`src/rtl/gray_counter_updown.sv`:
```
// ============================================================================
// Module   : gray_counter_updown
// Brief    : Up/down counter with registered Gray and binary outputs, binary or
//            Gray load, and wrap pulse. Define GRAY_COUNTER_UPDOWN_SATURATE_EN
//            to saturate at the limits instead of wrapping.
// Revision : 1.0 - initial release
// ============================================================================
`default_nettype none

module gray_counter_updown #(
  parameter int WORD_WIDTH = 0,
  // WORD_WIDTH must be overridden with a value >= 2; narrower values clamp to 2.
  localparam int c_W = (WORD_WIDTH < 2) ? 2 : WORD_WIDTH,
  parameter logic [c_W-1:0] INITIAL_COUNT = '0
) (
  input  logic           clock,
  input  logic           reset,
  input  logic           clear,
  input  logic           load,
  input  logic           load_is_gray,
  input  logic [c_W-1:0] load_value,
  input  logic           run,
  input  logic           up_down,
  output logic [c_W-1:0] gray_out,
  output logic [c_W-1:0] binary_out,
  output logic           wrap
);

  localparam logic [c_W-1:0] c_ONE       = c_W'(1);
  localparam logic [c_W-1:0] c_ONES      = '1;
  localparam logic [c_W-1:0] c_ZERO      = '0;
  localparam logic [c_W-1:0] c_INIT_GRAY = INITIAL_COUNT ^ (INITIAL_COUNT >> 1);

  logic [c_W-1:0] bin_q;
  logic [c_W-1:0] bin_d;
  logic [c_W-1:0] gray_q;
  logic [c_W-1:0] gray_d;
  logic           wrap_q;
  logic           wrap_d;

  function automatic logic [c_W-1:0] gray2bin(input logic [c_W-1:0] g);
    logic [c_W-1:0] b;
    b = '0;
    b[c_W-1] = g[c_W-1];
    for (int i = c_W - 2; i >= 0; i--) begin
      b[i] = b[i+1] ^ g[i];
    end
    return b;
  endfunction

  always_comb begin
    bin_d  = bin_q;
    wrap_d = 1'b0;
    if (clear) begin
      bin_d = INITIAL_COUNT;
    end else if (load) begin
      bin_d = load_is_gray ? gray2bin(load_value) : load_value;
    end else if (run) begin
      if (up_down) begin
        wrap_d = (bin_q == c_ONES);
`ifdef GRAY_COUNTER_UPDOWN_SATURATE_EN
        if (bin_q != c_ONES) bin_d = bin_q + c_ONE;
`else
        bin_d = bin_q + c_ONE;
`endif
      end else begin
        wrap_d = (bin_q == c_ZERO);
`ifdef GRAY_COUNTER_UPDOWN_SATURATE_EN
        if (bin_q != c_ZERO) bin_d = bin_q - c_ONE;
`else
        bin_d = bin_q - c_ONE;
`endif
      end
    end
  end

  // Gray register is loaded from the next binary value so both outputs move on the same edge.
  assign gray_d = bin_d ^ (bin_d >> 1);

  always_ff @(posedge clock or posedge reset) begin
    if (reset) begin
      bin_q  <= INITIAL_COUNT;
      gray_q <= c_INIT_GRAY;
      wrap_q <= 1'b0;
    end else begin
      bin_q  <= bin_d;
      gray_q <= gray_d;
      wrap_q <= wrap_d;
    end
  end

  assign gray_out   = gray_q;
  assign binary_out = bin_q;
  assign wrap       = wrap_q;

endmodule

`default_nettype wire

```
`config.mk`:
```
export PLATFORM = sky130hd
export DESIGN_NAME = gray_counter_updown
export DESIGN_NICKNAME = d
export VERILOG_FILES = /design/src/rtl/gray_counter_updown.sv
export SDC_FILE = /design/constraint.sdc
export NUM_CORES = 1
export LEC_CHECK = 0
export ABC_CLOCK_PERIOD_IN_PS = 1500
export BUFFER_PORTS_ARGS = -buffer_cell sky130_fd_sc_hd__buf_2
export CORE_AREA = 5 5 42 44
export CTS_CLUSTER_DIAMETER = 200
export DETAILED_ROUTE_END_ITERATION = 8
export DIE_AREA = 0 0 47 49
export GPL_ROUTABILITY_DRIVEN = 0
export PLACE_DENSITY_LB_ADDON = 0.25
export SLEW_MARGIN = 5
export SYNTH_ARGS = -nofsm -noshare
export SYNTH_HDL_FRONTEND = slang
export SYNTH_SLANG_ARGS = --single-unit
```
`constraint.sdc`:
```
create_clock -name clock -period 1.5 [get_ports clock]
set_input_delay 0.075 -clock clock [delete_from_list [all_inputs] [get_ports clock]]
set_output_delay 0.075 -clock clock [all_outputs]
set_load 0.05 [all_outputs]
```
# ---- Yosys cells after proc, flatten, opt, wreduce, memory -nomap -nowiden
# Index checks and enable logic that the tools add are counted.
# Widths: inputs -> output; s select.
dict set report totals {
  reg_bits 5
  inputBits 9
  out_inout_bits 5
  elab_cells 18
}
dict set report op_classes {
  n_addsub 2
  n_eq_ne 1
  muxes 9
  n_bitwise 2
  n_reduce_logical 1
}
# operator count
set ops {}
lappend ops {{$mux 2} 4}
lappend ops {{$mux 1} 5}
lappend ops {{$add 2x1->2 const B} 1}
lappend ops {{$eq 2x2->1 const B} 1}
lappend ops {{$logic_not 2->1} 1}
lappend ops {{$sub 2x1->2 const B} 1}
lappend ops {{$xor 2x1->2} 1}
lappend ops {{$xor 1x1->1} 1}

# ---- Logic depth before layout (Yosys ltp)
dict set report depth {
  ltp_word 6
  depth_mapped 4
  ltp_nobuf 4
}

# ---- Worst setup path after synthesis
# No wires, ideal clock.
dict set report synth_timing {
  kind {flip-flop to flip-flop}
  start {register bin_q[0] (netlist: binary_out[0])}
  end {register gray_q[0] (netlist: gray_out[0])}
  setup_time_ns 0.073
  t_arrival_ns 1.482
  required_time_ns 1.427
  setup_slack_ns -0.055
  stages_incl_launch_ff 5
  n_path_buf 0
  period_less_slack_ns 1.555
  path_cell_list {dfrtp_1 -> xor2_1 -> o221ai_2 -> or3_1 -> a21oi_2}
}
dict set report synth_between {
  elab_chain_len 6
  word_cells_on_any_way 7
  classes_between {2 x add/sub; 4 x mux; 1 x bitwise}
}
# item line
set synth_rtl {}
lappend synth_rtl {{start, declared} 34} ;# logic [c_W-1:0] bin_q;
lappend synth_rtl {{start signal, assigned} 86} ;# bin_q <= bin_d;
lappend synth_rtl {{$sub 2x1->2 / $add 2x1->2 (equally long branches)} {71, 64}}
lappend synth_rtl {{$mux 2} 59} ;# if (up_down) begin
lappend synth_rtl {{$mux 2 (*)} 58} ;# end else if (run) begin
lappend synth_rtl {{$mux 2 (*)} 56} ;# end else if (load) begin
lappend synth_rtl {{$mux 2 (*)} 54} ;# if (clear) begin
lappend synth_rtl {{$xor 2x1->2 (*)} 78} ;# assign gray_d = bin_d ^ (bin_d >> 1);
lappend synth_rtl {{via gray_d[0]} 37} ;# logic [c_W-1:0] gray_d;
lappend synth_rtl {{end signal, assigned} 83} ;# gray_q <= c_INIT_GRAY;
lappend synth_rtl {{end signal, assigned} 87} ;# gray_q <= gray_d;
lappend synth_rtl {{end, declared} 36} ;# logic [c_W-1:0] gray_q;
# Mark *: on every way through the listed nets, which the timed path passes. The rest lies on a longest branch.

# ---- Final worst setup path
dict set report layout_timing {
  start {register bin_q[1] (netlist: binary_out[1])}
  end {register gray_q[0] (netlist: gray_out[0])}
}
# Same word-level chain as after synthesis.

==> results.tsv <==
stage	metric	value	unit
route	drc_errors	0	
clock_network	cts_num_sinks	4	
clock_network	cts_made_buffers	3	
logic_synthesis	synth_cell_types	19	
clock_network	cts_tree	built	
logic_synthesis	synth_compound_area_frac	0.151	
hold_path	hp-class	primary input to flip-flop	
logic_synthesis	synth_top_area_cell	dfrtp_1	
logic_synthesis	ys_warn_count	0	
logic_synthesis	yosysTopAreaCellShare	0.390	
global_routing	gr-usage-met2	0.0860	
setup_path	rr_worst_depth	4	
floorplanning	die_height	49	um
route	wl	585	um
global_routing	grt_use_met1	0.0863	
setup_path	rr_startpoint	binary_out[1]	
layout	areaGrowthSynthToFinish	44.9	%
setup_path	cp.arrival	1.50	ns
logic_synthesis	synthArstFlopShare	1.00	
setup_path	critPathLaunch	binary_out[1]	
power	p_leak	0.182	nW
logic_synthesis	synth_seq_cells	4	
floorplanning	pin_count	14	
global_routing	grt_max_degree	8	
sta	drv_slew	0	
global_routing	grt_antenna_before_repair	0	
logic_synthesis	netlist_instances	28	
logic_synthesis	synth_nets	37	
clock_network	clock_latency	0.24	ns
clock_network	htreeDepth	1	
layout	fin_nets	55	
route	avgRoutedWirePerCell	9.59	um
global_routing	busiest_layer	met1	
power	vdd_drop_max	0.226	mV
sta	finalHoldViolCount	0	
logic_synthesis	syn_area_per_cell	9.16	um2
run	drv_cap	0	
logic_synthesis	synth.area.mux_share	0.0390	
setup_path	critPathKind	flip-flop to flip-flop	
place	placed_cells	56	
setup_path	crit_path_end	gray_out[0]	
floorplanning	initial_core_util	0.183	
logic_synthesis	synth_edf_count	0	
layout	drive_gt1_frac	0.467	
sta	fin_skew	0.00687	ns
clock_network	post_cts_buffers	0	
setup_path	start_kind	flip-flop	
sta	worstMarginPinSlew	0.253	ns
sta	fin_crit_sh	0.885	
logic_synthesis	ys_top_cells_by_area	dfrtp_1 (39%), nor2_1 (5.9%), o221ai_2 (5.9%)	
sta	slew_headroom	0.830	
clock_network	clkTransAtPathRegs	0.04	ns
layout	post-route-util	0.265	
power	powerDensity	1030	mW/mm2
setup_path	rrSetupSlack	0.17	ns
sta	fin_setup_tns	0	ns
route	dr.pass1.iters	2	
power	power	0.384	mW
sta	min_period	1.33	ns
logic_synthesis	yosysSeqAreaShare	0.390	
logic_synthesis	ys_top_cells_by_count	dfrtp_1 (4), nor2_1 (4), nand2_1 (2), o21ai_0 (2), or2b_1 (2)	
route	via_per_inst	4.21	
setup_path	rr_endpoint	gray_out[0]	
route	drt_iter0_markers	1	
logic_synthesis	synthSimpleGateAreaFrac	0.307	
sta	setup_violations	0	
logic_synthesis	ys.flop_type	dfrtp_1	
layout	fin_cells	61	
floorplanning	fp.dieArea	0.00230	mm2
logic_synthesis	syn_area	256	um2
floorplanning	dieWidth	47	um
place	port-buffer-count	13	
logic_synthesis	synth_top_family_by_area	simple AND/OR/NAND/NOR gates	
logic_synthesis	synth_xor_area_frac	0.0683	
sta	fmax	753	MHz
layout	antenna_cells	0	
setup_path	cp.required	1.67	ns
floorplanning	std_cell_rows	14	
floorplanning	coreArea	0.00140	mm2
route	route.vias.total	257	
global_routing	grt_usage	0.0741	
global_routing	grt.overflow.total	0	
clock_network	cts_root_buf	clkbuf_4	
global_routing	grt_pass1_wl	1110	um
global_routing	use_met3	0.0480	
clock_network	clockBufferDepth	2	
sta	rsz0062_at_grt	false	
global_routing	grt_pass1_vias	244	
setup_path	cp-end-kind	flip-flop	
status	status	finished, final reports clean	
route	ant_nets	0	
setup_path	cp_max_fo	6	
logic_synthesis	synthAdderAreaFrac	0	
## worst min-delay path by stage
stage                      from            end  slack [ns]  cells after the start
final                     clear    gray_out[0]        0.04                      2
after global routing      clear    gray_out[0]        0.04                      2
after CTS                 clear    gray_out[0]        0.03                      2
after detailed placement  reset    gray_out[0]       -0.04                      2
after global placement    reset    gray_out[0]       -0.04                      2
after floorplan           reset  binary_out[1]       -0.16                      1
## layout by cell type (no fill, tap or decap), types with 2 or more instances in the layout
master    netlist  layout
buf_2           0      13
nor2_1          4       4
dfrtp_1         4       3
clkbuf_4        0       3
or2b_1          2       2
nand2_1         2       2
o21ai_0         2       2
## through the flow
step / cell area (um2) / setup slack (ns) / hold slack, ns
floorplan: 258 / 0.00257 / -0.159
global placement: 335 / 0.176 / -0.0393
detailed placement: 335 / 0.161 / -0.0391
CTS: 372 / 0.160 / 0.0308
global route: 372 / 0.0103 / 0.0377
finish: 372 / 0.173 / 0.0416
## report_power, final
group	switching [mW]	internal, mW
Sequential	0.00739	0.117
Combinational	0.0728	0.0393
Clock	0.0466	0.100
Total	0.127	0.257
## metal layers
metal	wire length, um	vias up
li1	-	132
met5	0	-
met3	97	2
met2	248	13
met1	235	110
met4	4	0
## critical path, stage by stage (launching register included)
cell,delay [ns]
dfrtp_1,0.41
or3b_1,0.36
mux2i_1,0.21
o21ai_0,0.15
a21oi_2,0.14
## final cells by class
class	count	area [um2]
Clock buffer	4	26.3
Sequential cell	4	101
Fill cell	163	1030
Multi-Input combinational cell	22	145
Timing Repair Buffer	14	75.1
Tap cell	16	20.0
Inverter	1	3.75
## registers in the layout, indices dropped and copies added (netlist names)
name        flops
gray_out        1
wrap            1
binary_out      2
## timing repair
item                                   4_1_cts  5_1_grt
gates resized for setup                      0        0
hold buffers                                 1        0
endpoints found under the hold margin        4        0
## cells by family after synthesis
logic type	after synthesis
and+or+nand+nor	14
AOI/OAI and AO/OA	5
DFF	4
xor gates and xnor gates	2
buffers and inverters	2
muxes	1
(Power assumes the default switching activity.)
